## src/rtl/led_matrix_pkg.sv

```systemverilog
// Shared types for the LED matrix column scanner.
// FSM state encoding and the PWM on-time width helper.
package led_matrix_pkg;

  typedef enum logic [1:0] {
    ST_IDLE,
    ST_BLANK,
    ST_DRIVE
  } state_e;

  // Wide enough to hold code*dwell before the shift, so nothing overflows
  function automatic int on_cycles_w(int dwell, int bw);
    return $clog2(dwell + 1) + bw;
  endfunction

endpackage

```

## src/rtl/led_frame_dbuf.sv

```systemverilog
// Double-buffered frame store: producer fills pending,
// the scanner swaps pending into active only at frame boundaries.
module led_frame_dbuf #(
  parameter int P_BITS = 64
) (
  input  logic              clk_i,
  input  logic              rst_i,
  input  logic [P_BITS-1:0] data_i,
  input  logic              valid_i,
  output logic              ready_o,
  input  logic              swap_i,
  output logic [P_BITS-1:0] active_o
);

  logic [P_BITS-1:0] pend_q, pend_d;
  logic [P_BITS-1:0] act_q, act_d;
  logic              full_q, full_d;
  logic              xfer, swap;

  // xfer needs an empty pending slot and swap a full one, so they never collide
  assign xfer = valid_i && !full_q;
  assign swap = swap_i && full_q;

  always_comb begin
    pend_d = pend_q;
    act_d  = act_q;
    full_d = full_q;
    if (xfer) begin
      pend_d = data_i;
      full_d = 1'b1;
    end
    if (swap) begin
      act_d  = pend_q;
      full_d = 1'b0;
    end
  end

  always_ff @(posedge clk_i or posedge rst_i) begin
    if (rst_i) begin
      pend_q <= '0;
      act_q  <= '0;
      full_q <= 1'b0;
    end else begin
      pend_q <= pend_d;
      act_q  <= act_d;
      full_q <= full_d;
    end
  end

  assign ready_o  = !full_q;
  assign active_o = act_q;

endmodule

```

## src/rtl/led_matrix_scan_ctrl.sv

```systemverilog
// Multiplexed LED matrix column scanner with blanking gap
// and per-frame PWM brightness; all outputs registered.
module led_matrix_scan_ctrl #(
  parameter int P_COLS            = 8,
  parameter int P_ROWS            = 8,
  parameter int P_DWELL_CYCLES    = 256,
  parameter int P_BLANK_CYCLES    = 4,
  parameter int P_BRIGHT_W        = 4,
  parameter int P_COL_ACTIVE_LOW  = 1,
  parameter int P_ROW_ACTIVE_HIGH = 1
) (
  input  logic                       aclk,
  input  logic                       areset,
  input  logic [P_ROWS*P_COLS-1:0]   i_frame_data,
  input  logic                       i_frame_valid,
  output logic                       o_frame_ready,
  input  logic                       i_enable,
  input  logic [P_BRIGHT_W-1:0]      i_brightness,
  output logic [P_COLS-1:0]          o_col,
  output logic [P_ROWS-1:0]          o_row,
  output logic [$clog2(P_COLS)-1:0]  o_col_idx,
  output logic                       o_frame_start
);
  import led_matrix_pkg::*;

  localparam int CW   = $clog2(P_COLS);
  localparam int CMAX = (P_DWELL_CYCLES > P_BLANK_CYCLES) ?
                        P_DWELL_CYCLES : P_BLANK_CYCLES;
  localparam int NW   = $clog2(CMAX);
  localparam int OW   = on_cycles_w(P_DWELL_CYCLES, P_BRIGHT_W);
  localparam int KW   = (OW > NW) ? OW : NW;

  localparam logic [P_COLS-1:0] COL_OFF =
    (P_COL_ACTIVE_LOW != 0) ? '1 : '0;
  localparam logic [P_ROWS-1:0] ROW_OFF =
    (P_ROW_ACTIVE_HIGH != 0) ? '0 : '1;
  localparam logic [NW-1:0] BLANK_LAST = NW'(P_BLANK_CYCLES - 1);
  localparam logic [NW-1:0] DWELL_LAST = NW'(P_DWELL_CYCLES - 1);
  localparam logic [CW-1:0] COL_LAST   = CW'(P_COLS - 1);

  state_e                    state_q, state_d;
  logic [NW-1:0]             cnt_q, cnt_d;
  logic [CW-1:0]             idx_q, idx_d;
  logic [P_COLS-1:0]         cdrv_q, cdrv_d;
  logic [P_ROWS-1:0]         row_q, row_d;
  logic                      fs_q;
  logic [P_BRIGHT_W-1:0]     bright_q, bright_d;
  logic                      boundary;
  logic [OW-1:0]             on_cycles;
  logic                      lit_win;
  logic [P_ROWS*P_COLS-1:0]  active;

  led_frame_dbuf #(
    .P_BITS (P_ROWS*P_COLS)
  ) u_dbuf (
    .clk_i    (aclk),
    .rst_i    (areset),
    .data_i   (i_frame_data),
    .valid_i  (i_frame_valid),
    .ready_o  (o_frame_ready),
    .swap_i   (boundary),
    .active_o (active)
  );

  always_comb begin
    state_d  = state_q;
    cnt_d    = cnt_q;
    idx_d    = idx_q;
    boundary = 1'b0;
    if (!i_enable) begin
      state_d = ST_IDLE;
      cnt_d   = '0;
      idx_d   = '0;
    end else begin
      unique case (1'b1)
        (state_q == ST_IDLE): begin
          state_d  = ST_BLANK;
          cnt_d    = '0;
          idx_d    = '0;
          boundary = 1'b1;
        end
        (state_q == ST_BLANK): begin
          if (cnt_q == BLANK_LAST) begin
            state_d = ST_DRIVE;
            cnt_d   = '0;
          end else begin
            cnt_d = cnt_q + NW'(1);
          end
        end
        (state_q == ST_DRIVE): begin
          if (cnt_q == DWELL_LAST) begin
            state_d = ST_BLANK;
            cnt_d   = '0;
            if (idx_q == COL_LAST) begin
              idx_d    = '0;
              boundary = 1'b1;
            end else begin
              idx_d = idx_q + CW'(1);
            end
          end else begin
            cnt_d = cnt_q + NW'(1);
          end
        end
        default: begin
          state_d = ST_IDLE;
          cnt_d   = '0;
          idx_d   = '0;
        end
      endcase
    end
  end

  // The all-ones code means always on; otherwise a fraction of the dwell
  always_comb begin
    if (&bright_q)
      on_cycles = OW'(P_DWELL_CYCLES);
    else
      on_cycles = (OW'(bright_q) * OW'(P_DWELL_CYCLES)) >> P_BRIGHT_W;
  end

  assign lit_win  = KW'(cnt_d) < KW'(on_cycles);
  assign bright_d = boundary ? i_brightness : bright_q;

  always_comb begin
    cdrv_d = COL_OFF;
    row_d  = ROW_OFF;
    if (state_d == ST_DRIVE) begin
      cdrv_d = COL_OFF ^ (P_COLS'(1) << idx_d);
      if (lit_win) begin
        for (int r = 0; r < P_ROWS; r++)
          row_d[r] = ROW_OFF[r] ^ active[r*P_COLS + int'(idx_d)];
      end
    end
  end

  always_ff @(posedge aclk or posedge areset) begin
    if (areset) begin
      state_q  <= ST_IDLE;
      cnt_q    <= '0;
      idx_q    <= '0;
      cdrv_q   <= COL_OFF;
      row_q    <= ROW_OFF;
      fs_q     <= 1'b0;
      bright_q <= '0;
    end else begin
      state_q  <= state_d;
      cnt_q    <= cnt_d;
      idx_q    <= idx_d;
      cdrv_q   <= cdrv_d;
      row_q    <= row_d;
      fs_q     <= boundary;
      bright_q <= bright_d;
    end
  end

  assign o_col         = cdrv_q;
  assign o_row         = row_q;
  assign o_col_idx     = idx_q;
  assign o_frame_start = fs_q;

endmodule
```

## config.mk

```make
export PLATFORM = sky130hd
export DESIGN_NAME = led_matrix_scan_ctrl
export DESIGN_NICKNAME = d
export VERILOG_FILES = /design/src/rtl/led_matrix_pkg.sv /design/src/rtl/led_frame_dbuf.sv /design/src/rtl/led_matrix_scan_ctrl.sv
export SDC_FILE = /design/constraint.sdc
export NUM_CORES = 1
export LEC_CHECK = 0
export CAP_MARGIN = 15
export CORE_ASPECT_RATIO = 0.9
export CORE_MARGIN = 1.5
export CORE_UTILIZATION = 35
export CTS_CLUSTER_SIZE = 30
export DETAILED_ROUTE_END_ITERATION = 8
export SYNTH_ARGS = -nofsm -noshare
export SYNTH_HDL_FRONTEND = slang
export SYNTH_SLANG_ARGS = --single-unit
```

## constraint.sdc

```tcl
create_clock -name aclk -period 6 [get_ports aclk]
set_input_delay 1.2 -clock aclk [delete_from_list [all_inputs] [get_ports aclk]]
set_output_delay 1.2 -clock aclk [all_outputs]
set_load 0.05 [all_outputs]
```

==> impl_metrics.tcl <==
set metrics [dict create \
    status "completed" \
    slew_headroom_pct 35.1 \
    ys.flop_type "dfrtp_1" \
    cp_top_family "simple AND/OR/NAND/NOR gates" \
    leakagePower_nw 3.84 \
    p_sw_mw 0.867 \
    multiInputGateArea_um2 2890 \
    drive_gt1_share_pct 34.0 \
    synth.cell_area_um2 7210 \
    overflow 0 \
    period_share_pct 63.6 \
    vias_per_cell 5.01 \
    first_global_vias 4530 \
    core_um2 20100 \
    fin_nets 658 \
    die_h_um 139 \
    avgSynthCellArea_um2 14.9 \
    clkLatencyLatePin_ns 0.42 \
    async_flop_share_pct 100 \
    fillers 1827 \
    drv_slew 0 \
    end_kind "register" \
    setup_viol 0 \
    pwr-share-seq_pct 48.1 \
    io-pin-count 93 \
    num_antenna_cells 0 \
    syn_nets 567 \
    ant_nets 0 \
    cts.hold.buffers_added 0 \
    die-width_um 154 \
    fin_util_pct 44.2 \
    synth_seq_area_share_pct 56.7 \
    rsz0062_at_grt "false" \
    setup-tns-final_ns 0 \
    ys_top_cells_by_area "dfrtp_1 (54%), mux2_2 (15%), mux2_4 (10%)" \
    arrival_ns 4.13 \
    yosysTopAreaCellShare_pct 53.8 \
    hold_viol 0 \
    path_buf_inv 1 \
    post_cts_resized 0 \
    wl_per_cell_um 18.3 \
    clk_path_buf_depth 2 \
    htreeDepth 4 \
    drtIter0Drc 228 \
    required_ns 6.31 \
    min_period_ns 3.81 \
    power_switching_share_pct 24.9 \
    placed_cells_incl_taps 811 \
    port_buffers 92 \
    clkPwrFrac_pct 32.1 \
    firstDrtPassIters 4 \
    layout_commonest_cell "dfrtp_1" \
    vdd_drop_max_v 0.000184 \
    cts_sinks 163 \
    path_max_fanout 8 \
    worst_pin_slew_ns 0.970 \
    worstHoldPathType "register to register" \
    cpPeakStageDelay_ns 0.67 \
    synth_warnings 0 \
    critPathKind "primary input to register" \
    routed_wl_um 15500 \
    cts_tree "done" \
    start_util_pct 35.9 \
    drc 0 \
    synth_seq_cells 163 \
    grt_usage_pct 15.4 \
    drv_cap 0 \
    gp_congestion 0.841 \
    num_rows 49 \
    die_area_um2 21500 \
    cts_made_buffers 17 \
    path_clk_slew_ns 0.06 \
    regArea_um2 4090 \
    synthDistinctLibCells 53 \
    postCtsSetupBuffers 0 \
    power_mw 3.48 \
    grt_max_degree 91 \
    cts_root_buf "clkbuf_16" \
    fin_worst_skew_ns 0.00916 \
    synth-edff-count 0 \
    num_vias 4230 \
    stdcell_count 844 \
    yosysTopAreaCell "dfrtp_1" \
    grt_pass1_wl_um 25400 \
    dp.final_hpwl_um 10400 \
    startpoint_type "primary input" \
    syn_inst 485 \
    grt_antenna_before_repair 0 \
    internal_power_mw 2.61 \
    crit_path_cell_trace "clkdlybuf4s50_1 -> and2_1 -> nand2_1 -> nor2_1 -> ha_1 -> or4b_2 -> a21oi_1 -> o211ai_1 -> a31o_1 -> o32ai_1" \
    layout_common_cells "dfrtp_1 (155), mux2_2 (93), clkdlybuf4s50_1 (92)" \
    combPwrFrac_pct 19.9 \
    slowest_stage "or4b_2" \
    area_delta_synth_final_pct 23.4 \
    max_freq_ghz 0.262 \
    power_density_nw_per_um2 391 \
]
## synthesized netlist by cell type, types with 2 or more instances
cell and n:
a211oi_1 2, a21oi_4 2, a22o_1 2, a22oi_4 2, a31o_1 6, and2_1 4, and3_1 3, buf_12 6
buf_2 8, clkbuf_1 7, dfrtp_1 155, dfstp_2 8, ha_1 10, inv_1 6, mux2_2 93, mux2_4 49
nand2_1 23, nand3_1 14, nand4_1 3, nor2_1 19, o21a_1 3, o21ai_0 2, o21bai_1 2, o22ai_1 6
o32ai_1 18, xnor2_1 2, xor2_1 4
## state kept, by name, summed over array words and instances (netlist names)
| name | cells |
|---|---|
| u_dbuf.active_o | 64 |
| cnt_q | 8 |
| o_frame_start | 1 |
| bright_q | 4 |
| state_q | 2 |
| u_dbuf.pend_q | 64 |
| o_col_idx | 3 |
| u_dbuf.full_q | 1 |
| o_row | 8 |
| o_col | 8 |
## stage by stage
step                worst slack [ns]  hold slack (ns)  cell area, um^2
global route                    1.97            0.515             8890
CTS                             2.19            0.503             8870
detailed placement              1.76            0.492             8260
finish                          2.19            0.501             8890
global placement                1.84            0.471             8260
floorplan                      0.408            0.448             7210
## per-layer routing
metal  track usage [%]  up-vias  routed length (um)
li1                  -     1955                   -
met1              21.8     2160                7350
met2              23.5      106                7190
met3              4.34        9                 797
met4              3.64        0                 131
met5                 0        -                   0
## power by group through the flow
stage          combinational [mW]  sequential, mW  clock (mW)
2_1_floorplan               0.586            1.61           0
3_3_place_gp                0.677            1.68           0
3_5_place_dp                0.697            1.69           0
4_1_cts                     0.702            1.67        1.14
5_1_grt                     0.754            1.72        1.20
6_report                    0.690            1.67        1.11
## final cells by class
type | instances | area share [%]
multi-input cells | 292 | 32.4
repair buffers | 96 | 10.9
well taps | 255 | 3.59
flip-flops and latches | 163 | 46.0
inverters | 6 | 0.309
clock buffers | 22 | 5.11
clock inverters | 10 | 1.67
## path summary, 6_finish.rpt
check	from	to	slack (ns)	cells after the start
worst max register to register	cnt_q[0]	o_row[7]	2.28	12
max in group asynchronous	areset	u_dbuf.active_o[42]	3.61	3
min in group asynchronous	areset	u_dbuf.pend_q[7]	1.31	2
worst min-delay path	u_dbuf.active_o[9]	u_dbuf.active_o[9]	0.50	1
worst min register to register	u_dbuf.active_o[9]	u_dbuf.active_o[9]	0.50	1
worst max-delay path	i_enable	o_row[7]	2.19	10
## cells by family after synthesis
logic type	count (synthesis)	synth area share, %
flops	163	56.7
fa+ha+maj	10	1.74
buf+inv	30	3.37
compound gates	53	6.51
mux	142	24.7
xor+xnor	6	0.729
simple gates	81	6.21
No activity file was read; power rests on OpenSTA's default activity.
